## config.mk

```make
export PLATFORM = sky130hd
export DESIGN_NAME = uart_line_responder
export DESIGN_NICKNAME = d
export VERILOG_FILES = /design/src/rtl/uart_line_responder.sv
export SDC_FILE = /design/constraint.sdc
export NUM_CORES = 1
export LEC_CHECK = 0
export ABC_AREA = 1
export CORE_MARGIN = 2
export CORE_UTILIZATION = 33
export DETAILED_ROUTE_END_ITERATION = 6
export PLACE_DENSITY = 0.5
export SLEW_MARGIN = 20
export SYNTH_ARGS = -nofsm -noshare
export SYNTH_HDL_FRONTEND = slang
export SYNTH_SLANG_ARGS = --single-unit
```

## constraint.sdc

```tcl
create_clock -name clk -period 1.7 [get_ports clk]
set_input_delay 0.51 -clock clk [delete_from_list [all_inputs] [get_ports clk]]
set_output_delay 0.51 -clock clk [all_outputs]
set_load 0.02 [all_outputs]
```

## src/rtl/uart_line_responder.sv

```systemverilog
// Line-buffering UART responder: collects one line from the RX stream and
// echoes it back upper-cased on the TX stream, always ending with one TERM.
module uart_line_responder #(
  parameter int unsigned DEPTH = 16,
  parameter logic [7:0]  TERM  = 8'h0A
) (
  input  logic        clk,
  input  logic        rst_n,
  input  logic [7:0]  s_axis_tdata,
  input  logic        s_axis_tvalid,
  output logic        s_axis_tready,
  output logic [7:0]  m_axis_tdata,
  output logic        m_axis_tvalid,
  input  logic        m_axis_tready,
  output logic        busy,
  output logic        overflow,
  output logic [15:0] line_count
);

  localparam int PW = $clog2(DEPTH) + 1;
  localparam int AW = PW - 1;

  typedef enum logic [1:0] {RECV, SEND, SEND_TERM, DONE} state_t;

  state_t          state_q, state_d;
  logic [PW-1:0]   wr_q, wr_d;
  logic [PW-1:0]   rd_q, rd_d;
  logic            noterm_q, noterm_d;
  logic            s_ready_q, s_ready_d;
  logic            m_valid_q, m_valid_d;
  logic [7:0]      m_data_q, m_data_d;
  logic [15:0]     line_count_q, line_count_d;
  logic            wr_en;
  logic            ovf;
  logic [7:0]      buf_q [DEPTH];

  function automatic logic [7:0] upcase(input logic [7:0] b);
    if (b >= 8'h61 && b <= 8'h7A) return b - 8'h20;
    return b;
  endfunction

  always_comb begin
    state_d      = state_q;
    wr_d         = wr_q;
    rd_d         = rd_q;
    noterm_d     = noterm_q;
    m_valid_d    = m_valid_q;
    m_data_d     = m_data_q;
    line_count_d = line_count_q;
    wr_en        = 1'b0;
    ovf          = 1'b0;
    case (state_q)
      RECV: begin
        if (s_ready_q && s_axis_tvalid) begin
          wr_en = 1'b1;
          wr_d  = wr_q + PW'(1);
          if (s_axis_tdata == TERM) begin
            state_d = SEND;
          end else if (wr_q == PW'(DEPTH - 1)) begin
            ovf      = 1'b1;
            noterm_d = 1'b1;
            state_d  = SEND;
          end
        end
      end
      SEND: begin
        // Output register reloads whenever it is empty or being drained, so
        // beats stream back-to-back, including the hand-off to the added TERM.
        if (!m_valid_q || m_axis_tready) begin
          if (rd_q != wr_q) begin
            m_data_d  = upcase(buf_q[rd_q[AW-1:0]]);
            m_valid_d = 1'b1;
            rd_d      = rd_q + PW'(1);
          end else if (noterm_q) begin
            m_data_d  = TERM;
            m_valid_d = 1'b1;
            state_d   = SEND_TERM;
          end else begin
            m_valid_d = 1'b0;
            state_d   = DONE;
          end
        end
      end
      SEND_TERM: begin
        if (m_axis_tready) begin
          m_valid_d = 1'b0;
          state_d   = DONE;
        end
      end
      DONE: begin
        wr_d         = '0;
        rd_d         = '0;
        noterm_d     = 1'b0;
        line_count_d = line_count_q + 16'd1;
        state_d      = RECV;
      end
      default: state_d = RECV;
    endcase
    s_ready_d = (state_d == RECV);
  end

  always_ff @(posedge clk) begin
    if (!rst_n) begin
      state_q      <= RECV;
      wr_q         <= '0;
      rd_q         <= '0;
      noterm_q     <= 1'b0;
      s_ready_q    <= 1'b0;
      m_valid_q    <= 1'b0;
      m_data_q     <= '0;
      line_count_q <= '0;
    end else begin
      state_q      <= state_d;
      wr_q         <= wr_d;
      rd_q         <= rd_d;
      noterm_q     <= noterm_d;
      s_ready_q    <= s_ready_d;
      m_valid_q    <= m_valid_d;
      m_data_q     <= m_data_d;
      line_count_q <= line_count_d;
    end
  end

  always_ff @(posedge clk) begin
    if (wr_en) buf_q[wr_q[AW-1:0]] <= s_axis_tdata;
  end

  assign s_axis_tready = s_ready_q;
  assign m_axis_tdata  = m_data_q;
  assign m_axis_tvalid = m_valid_q;
  assign busy          = (state_q != RECV);
  assign overflow      = ovf;
  assign line_count    = line_count_q;

endmodule

```

==> flow_metrics.tcl <==
set metrics [dict create \
    status "finished with violations" \
    violations "setup timing" \
    diodes 0 \
    fin_crit_sh_pct 133 \
    crit_path_start_kind "input port" \
    fin_util_pct 50.1 \
    antenna_found_initial 0 \
    p_total_mw 8.74 \
    synthesis.nets 767 \
    die_w_um 154 \
    hold_class "in -> reg" \
    die_h_um 154 \
    gp_congestion 0.833 \
    cp_max_fo 3 \
    synthCells 747 \
    routedWlPerCell_um 16.9 \
    grt_usage_pct 17.3 \
    finClkSkew_ps 9.23 \
    core_um2 22000 \
    cts.sinks 171 \
    nets 946 \
    wirelength_mm 20.6 \
    worst_setup_path_end_kind "output port" \
    io_buffer_count 39 \
    grt_max_degree 26 \
    grt_pass1_vias 5426 \
    cts_inserted_buffers 17 \
    max-vdd-ir-drop_mv 0.542 \
    ys_seq_elements 171 \
    htree_levels 4 \
    drt_iter0_drc 277 \
    syn2layout_area_growth_pct 48.4 \
    clock-root-buffer "clkbuf_16" \
    hold_violations 0 \
    drv_cap 0 \
    tightestPinTransition_ps 557 \
    drc 0 \
    final_common_cell "edfxtp_1" \
    power.density_nw_per_um2 794 \
    leakagePower_nw 4.36 \
    grt_first_pass_wirelength_mm 30.9 \
    crit_arrival_ps 1760 \
    layout_min_cycle_time_ps 2270 \
    dieArea_um2 23700 \
    ys_types 41 \
    ioPinCount 40 \
    fin_ws_ps -565 \
    clkLatencyLatePin_ps 420 \
    critPathKind "in -> out" \
    hpwlAfterDp_mm 13.1 \
    tritoncts "yes" \
    whs_ps 399 \
    setup_violations 11 \
    ys_seq_area_share_pct 63.5 \
    gr-total-overflow 0 \
    place_ws_ps -1380 \
    vias 5798 \
    path_clk_slew_ps 60 \
    required_ps 1190 \
    postSynthAreaPerCell_um2 9.92 \
    clockBufferDepth 2 \
    dr.pass1.iters 5 \
    max_slew_margin_pct 62.8 \
    holdBufCountCts 0 \
    syn_area_um2 7410 \
    fmax_mhz 441 \
    drtAntennaViolNets 0 \
    final_cell_mix "edfxtp_1 (128), nand2_1 (123), buf_4 (93)" \
    via_per_inst 4.76 \
    grt_setup_unrepaired "yes" \
    rows 54 \
    ys_warn_count 0 \
    start_util_pct 33.8 \
    drive_above_1_share_pct 41.6 \
    drv_slew 0 \
]
==> Yosys cell counts <==
cell	number	share of area [%]
nand2_1	168	8.5
edfxtp_1	128	52
nor2_1	89	4.5
inv_1	82	4.2
nand3_1	77	5.2
dfxtp_1	43	12
a21oi_1	23	1.6
o21ai_0	21	1.4
buf_2	16	1.1
o21ai_1	12	0.81
ha_1	8	1.4
o211ai_1	8	0.81
clkbuf_1	6	0.30
nand3_2	6	0.81
nor2_2	6	0.51
nand4_1	5	0.42
nor3_1	5	0.34
buf_6	4	0.61
xor2_1	4	0.47
inv_2	3	0.15
nand2_2	3	0.25
nor4_1	3	0.25
xnor2_1	3	0.35
a211oi_1	2	0.20
a221oi_1	2	0.24
clkinv_1	2	0.10
nor2_4	2	0.30
nor3b_1	2	0.20
or2_2	2	0.17
a21oi_2	1	0.12
a31oi_1	1	0.084
buf_8	1	0.20
clkinv_2	1	0.067
inv_4	1	0.084
nand3b_1	1	0.10
nor3_2	1	0.14
nor3_4	1	0.22
nor3b_2	1	0.17
o21bai_1	1	0.10
o22ai_1	1	0.084
or2_0	1	0.084
==> state kept, by name, indices dropped and copies added, names as in the netlist, named ones only <==
name and cells:
buf_q 128, m_axis_tvalid 1, wr_q 5, state_q 2
noterm_q 1, rd_q 5, line_count 16, s_axis_tready 1
m_axis_tdata 8
==> path summary, 6_finish.rpt <==
kind	slack, ps	endpoint	from	cells after the start
worst min register to register	460	m_axis_tdata[4]	m_axis_tdata[4]	2
worst max-delay path	-570	overflow	s_axis_tdata[7]	8
worst min-delay path	400	buf_q[11][7]	s_axis_tdata[7]	1
worst max register to register	-270	m_axis_tdata[7]	flip-flop	15
==> area by class of cell <==
| cell class | instances | area [um^2] |
|---|---|---|
| Sequential cell | 171 | 4720 |
| Fill cell | 2033 | 11000 |
| Clock inverter | 15 | 148 |
| Tap cell | 280 | 350 |
| Clock buffer | 17 | 425 |
| Timing Repair Buffer | 185 | 1870 |
| Inverter | 89 | 378 |
| Multi-Input combinational cell | 461 | 3100 |
| Timing Repair inverter | 1 | 11.3 |
==> layer usage <==
layer  wire length, um  global-route usage [%]
met1              9220                    22.9
met2             10000                    28.1
met3               894                    3.49
met4               504                    6.50
met5                 0                       0
==> what timing repair did <==
item,4_1_cts,5_1_grt
resized for setup,149,195
pin swaps,31,83
buffers inserted,19,14
gates cloned,4,2
endpoints found under the hold margin,0,0
endpoints found under the setup margin,171,128
==> cell families after synthesis <==
kind of cell	count (synthesis)	share of synthesized area [%]
xor gates and xnor gates	7	0.827
and+or+nand+nor	373	22.2
AOI/OAI and AO/OA	72	5.42
DFF	171	63.5
buffers and inverters	116	6.75
adders and majority gates	8	1.35
==> critical path, stage by stage <==
cell and delay [ps]:
clkbuf_4 160, nor2_4 90, nand3_2 110, nor4_4 360, nand2_1 110, o211ai_1 180, nor2_2 90, buf_6 140
==> through the flow <==
step	std cells	instance area, um^2	setup TNS (ps)
2_1_floorplan	747	7480	-272
3_3_place_gp	1151	9080	-71100
3_5_place_dp	1151	9080	-74000
4_1_cts	1205	10200	-1670
5_1_grt	1219	11000	-3420
6_report	1219	11000	-1660
==> power breakdown <==
group | internal, mW | switching, mW | total [mW]
clock network | 2.16 | 1.66 | 3.82
registers | 4.50 | 0.00752 | 4.51
logic | 0.155 | 0.255 | 0.410
Power figures use the tool's default switching activity.
==> RTL edit 1, RTL diff (config.mk and constraints unchanged) <==
Take the reset off `wr_q`, `rd_q` and `m_data_q` and load them in a clocked block of their own.
--- a/src/rtl/uart_line_responder.sv
+++ b/src/rtl/uart_line_responder.sv
@@ -103,21 +103,21 @@
     if (!rst_n) begin
       state_q      <= RECV;
-      wr_q         <= '0;
-      rd_q         <= '0;
       noterm_q     <= 1'b0;
       s_ready_q    <= 1'b0;
       m_valid_q    <= 1'b0;
-      m_data_q     <= '0;
       line_count_q <= '0;
     end else begin
       state_q      <= state_d;
-      wr_q         <= wr_d;
-      rd_q         <= rd_d;
       noterm_q     <= noterm_d;
       s_ready_q    <= s_ready_d;
       m_valid_q    <= m_valid_d;
-      m_data_q     <= m_data_d;
       line_count_q <= line_count_d;
     end
+  end
+
+  always_ff @(posedge clk) begin
+    wr_q     <= wr_d;
+    rd_q     <= rd_d;
+    m_data_q <= m_data_d;
   end
 
Formal check against the unedited RTL: differs if rst_n is asserted again (counterexample within 4 cycles, from zero or initial values and one cycle with rst_n low); with rst_n held inactive, the same outputs for 10 cycles.
==> RTL edit 1 against the original RTL <==
- synthesized area grew 0.68%
- critical path type unchanged
- largest cell class unchanged
- routed wire length shrank 9.5%
- the flow still finishes with violations (negative setup slack)
- final area shrank 4.2%
- total power grew 1.1%
- non-clock buffer count shrank 19
- setup slack gained 170 ps
- worst hold slack gained 67 ps
- clock skew shrank 0.92 ps
- highest routed layer unchanged
- synthesized cell count shrank 2.7%
- sequential cell count is the same
==> RTL edit 1: results (changes against the original RTL) <==
| Metric | Value |
|---|---|
| Status | finished, violations left |
| Violations in the final reports | negative setup slack |
| Routed WL per cell | 15.8 um (-6.9%) |
| R2R cell count | 13 (-2) |
| Post-synth top cells | 153 x nand2_1, 146 x edfxtp_1, 91 x inv_1 |
| WHS Path Cells | 2 (+1) |
| Pleak | 4.27 nW (-2.0%) |
| Setup WS post-layout | -393 ps (+172 ps) |
| Syn nets | 747 (-2.6%) |
| Fin Hold WS | 466 ps (+67.1 ps) |
| P_int | 6.93 mW (+1.6%) |
| Final setup fails | 13 (+2) |
| Yosys cell types | 36 (-12%) |
| Max VDD drop | 0.000645 V (+19%) |
| Synth warn | 0 (unchanged) |
| Worst Skew | 8.30 ps (-0.922 ps) |
| Top post-synthesis cells by area | edfxtp_1 59%, nand2_1 7.7%, dfxtp_1 6.7%, nand3_1 5.0%, inv_1 4.6% |
| Hold path endpoint | line_count[12] |
| Worst hold start | line_count[12] |
| Adder-Cell Fraction of Synth Area | 1.34% (-0.0091 points) |
| Slew @ Worst Pin | 510 ps (-47.4 ps) |
| Xor/xnor share of the synthesized area | 0.587% (-0.24 points) |
| TritonRoute pass-1 iters | 4 (-1) |
| Compound-Gate Fraction of Synth Area | 5.67% (+0.25 points) |
| Hold WC Path Type | register to register |
| CP Max Fanout | 2 (-1) |
| DRT iter0 DRCs | 324 (+17%) |
| Total Neg Setup Slack | -1660 ps (-4.88 ps) |
| R2r endpoint | m_axis_tdata[6] |
| EDFF count, synth | 146 (+14%) |
| Global-route wire length before repair | 29000 um (-6.0%) |
| Dpl hpwl | 12000 um (-8.1%) |
| R2R setup slack | -240 ps (+30 ps) |
[RTL edit 1: cell count changes after synthesis, sizes merged, moves of 3 or more]
cell	before	now
a21oi	24	21
dfxtp	43	25
edfxtp	128	146
inv	86	94
nand2	171	155
nand3	83	76
nor2	97	93
nor4	3	0
o211ai	8	11
o21ai	33	40
[RTL edit 1: layout make-up]
cell class / count / area [sq um] / share of cell area (%)
Timing Repair Buffer: 166 / 1700 / 16.1
Clock inverter: 14 / 158 / 1.50
Inverter: 96 / 390 / 3.70
Multi-Input combinational cell: 435 / 2610 / 24.8
Sequential cell: 171 / 4900 / 46.4
Clock buffer: 18 / 429 / 4.07
Tap cell: 285 / 357 / 3.38
[RTL edit 1: per-stage QoR]
step	utilization (%)	std cells	area (sq um)	setup WS [ps]
after floorplan	-	727	7470	-44.1
final	47.0	1185	10500	-393
after global routing	47.0	1185	10500	-418
after CTS	44.1	1169	9890	-410
after global placement	39.6	1125	8880	-1350
after detailed placement	39.6	1125	8880	-1330
[RTL edit 1: kinds of logic (layout without fill, tap and decap cells)]
group,after synthesis,in the layout
compound gates,75,75
xor+xnor,5,5
flops,171,171
buf+inv,121,294
simple gates,347,347
fa+ha+maj,8,8
[RTL edit 1: how the worst max path moves through the flow]
stage / from / endpoint / slack [ps] / depth (start not counted)
floorplan: s_axis_tdata[0] / overflow / -40 / 3
global placement: s_axis_tdata[2] / overflow / -1350 / 6
detailed placement: s_axis_tdata[2] / overflow / -1330 / 6
CTS: s_axis_tdata[2] / overflow / -410 / 6
global route: wr_q[0] / overflow / -420 / 7
finish: s_axis_tdata[6] / overflow / -390 / 6
[RTL edit 1: timing repair]
action	in CTS	in global routing
endpoints found under the setup margin	56	98
resized for setup	147	132
cloned	4	4
pin swaps	20	50
setup buffers	11	18
[RTL edit 1: power by group through the flow]
stage	logic [mW]	clock network, mW	registers [mW]
floorplan	0.118	0	4.68
global placement	0.315	0	4.68
detailed placement	0.317	0	4.68
CTS	0.344	3.94	4.58
global route	0.416	4.11	4.58
finish	0.377	3.87	4.58
[RTL edit 1: layer usage]
metal | vias up | share of wire, % | global-route usage [%] | wire (um)
li1 | 2758 | - | - | -
met1 | 2629 | 44 | 20.5 | 8280
met2 | 72 | 52 | 27.6 | 9640
met3 | 8 | 3.0 | 3.39 | 567
met4 | 0 | 1.0 | 3.84 | 194
met5 | - | 0 | 0 | 0
[RTL edit 1: worst max-delay path: stages]
cell	delay [ps]
buf_6	90
or4_4	530
nor2_4	150
buf_6	130
nor2_4	40
buf_6	120
==> RTL edit 2, RTL diff (same flow settings) <==
Made on the original files. Set the parameter `DEPTH` to 8 (it was 16).
--- a/src/rtl/uart_line_responder.sv
+++ b/src/rtl/uart_line_responder.sv
@@ -2,5 +2,5 @@
 // echoes it back upper-cased on the TX stream, always ending with one TERM.
 module uart_line_responder #(
-  parameter int unsigned DEPTH = 16,
+  parameter int unsigned DEPTH = 8,
   parameter logic [7:0]  TERM  = 8'h0A
 ) (
Function: changed (a bounded check fails within 10 cycles, from zero or initial values and one cycle with rst_n low).
==> RTL edit 2 against the original RTL <==
- the flow still finishes with violations (negative setup slack)
- die area shrank 38%
- critical path depth is 3 lower
- routed wire length shrank 46%
- highest routed layer unchanged
- total power down 43%
- setup slack improved by 240 ps
- synthesized area down 39%
- final area is 43% lower
- clock skew is 2.0 ps lower
- sequential cell count fell by 67
- combinational power is 39% lower
==> RTL edit 2: results (changes against the original RTL) <==
| Metric | Value |
|---|---|
| Final Non-Filler Cells | 795 (-35%) |
| Worst Skew | 7.21 ps (-2.01 ps) |
| Max VDD drop | 0.000363 V (-33%) |
| DRT iter0 DRCs | 108 (-61%) |
| GP Congestion | 0.817 (-1.9%) |
| Cells after synthesis | 501 (-33%) |
| P_comb | 0.252 mW (-39%) |
| Vias in the first global route | 3540 (-35%) |
| Sequential share of power | 54.1% (+2.5 points) |
| P_int | 3.92 mW (-42%) |
| WHS Path Cells | 2 (+1) |
| Largest register FFs | 64 (-50%) |
| Dpl hpwl | 7890 um (-40%) |
| Status | finished, violations left |
| Post-synth top cells | 129 x nand2_1, 68 x inv_1, 64 x edfxtp_1 |
| Total global-route track usage | 16.0% (-1.3 points) |
| CP arrival | 1510 ps (-250 ps) |
| Clock Latency Late Sink | 350 ps (-70 ps) |
| Final setup fails | 2 (-9) |
| CP Max Fanout | 2 (-1) |
| Switching power | 1.06 mW (-45%) |
| Total Neg Setup Slack | -338 ps (+1320 ps) |
| TritonRoute pass-1 iters | 4 (-1) |
| Syn nets | 517 (-33%) |
| Hold WC Path Type | register to register |
| Largest net degree at the start of global routing | 17 (-35%) |
| Pre-CTS WS | -1210 ps (+176 ps) |
| EDFF count, synth | 64 (-50%) |
| Detailed Route WL | 11100 um (-46%) |
| Pleak | 2.70 nW (-38%) |
| Setup WS post-layout | -324 ps (+242 ps) |
| Violations in the final reports | negative setup slack |
| # fillers | 1312 (-35%) |
| Final nets | 631 (-33%) |
| Post-DR vias/cell | 4.47 (-6.1%) |
RTL edit 2: cell count changes in the layout (fill, tap and decap cells not counted), moves of 14 or more:
| cell | delta |
|---|---|
| buf_6 | -20 |
| nand3_4 | -20 |
| nand3_2 | -26 |
| nor2_2 | -26 |
| buf_12 | -18 |
| nand2_2 | -20 |
| nor2_1 | -18 |
| edfxtp_1 | -64 |
| dlygate4sd2_1 | +14 |
| buf_4 | -25 |
RTL edit 2: critical path, cell delays in order:
cell and delay, ps:
buf_6 90, or4_4 530, nor2_4 170, nor4_4 60
buf_4 150
RTL edit 2: layout make-up:
type | instances | share of cell area (%)
sequential | 104 | 44.0
multi-input combinational | 311 | 27.6
timing repair buffer | 116 | 15.7
inverter | 73 | 4.52
clock buffer | 9 | 3.62
tap | 176 | 3.54
clock inverter | 6 | 0.985
RTL edit 2: final timing paths:
path / from / end / slack, ps
worst max-delay path: s_axis_tdata[5] / overflow / -320
worst min-delay path: m_axis_tdata[2] / m_axis_tdata[2] / 460
worst max register to register: register / m_axis_tdata[7] / -10
worst min register to register: m_axis_tdata[2] / m_axis_tdata[2] / 460
RTL edit 2: cell families after synthesis:
group / count (synthesis) / share of synthesized area, %
xor gates and xnor gates: 5 / 0.963
AOI/OAI and AO/OA: 55 / 6.36
buffers and inverters: 86 / 7.70
DFF: 104 / 59.9
adders and majority gates: 4 / 1.10
and+or+nand+nor: 247 / 24.0
RTL edit 2: routing by layer:
layer	wire length [um]	vias to the layer above	share of wire (%)	global-route usage [%]
met5	0	-	0	0
met3	284	19	2.5	2.91
met1	5290	1653	47	20.9
met4	255	0	2.3	7.54
li1	-	1850	-	-
met2	5310	30	48	25.7
RTL edit 2: what timing repair did:
item                                    4_1_cts  5_1_grt
resized for setup                            87       58
buffers inserted                              0        6
endpoints found under the setup margin       91       58
pin swaps                                     7       23
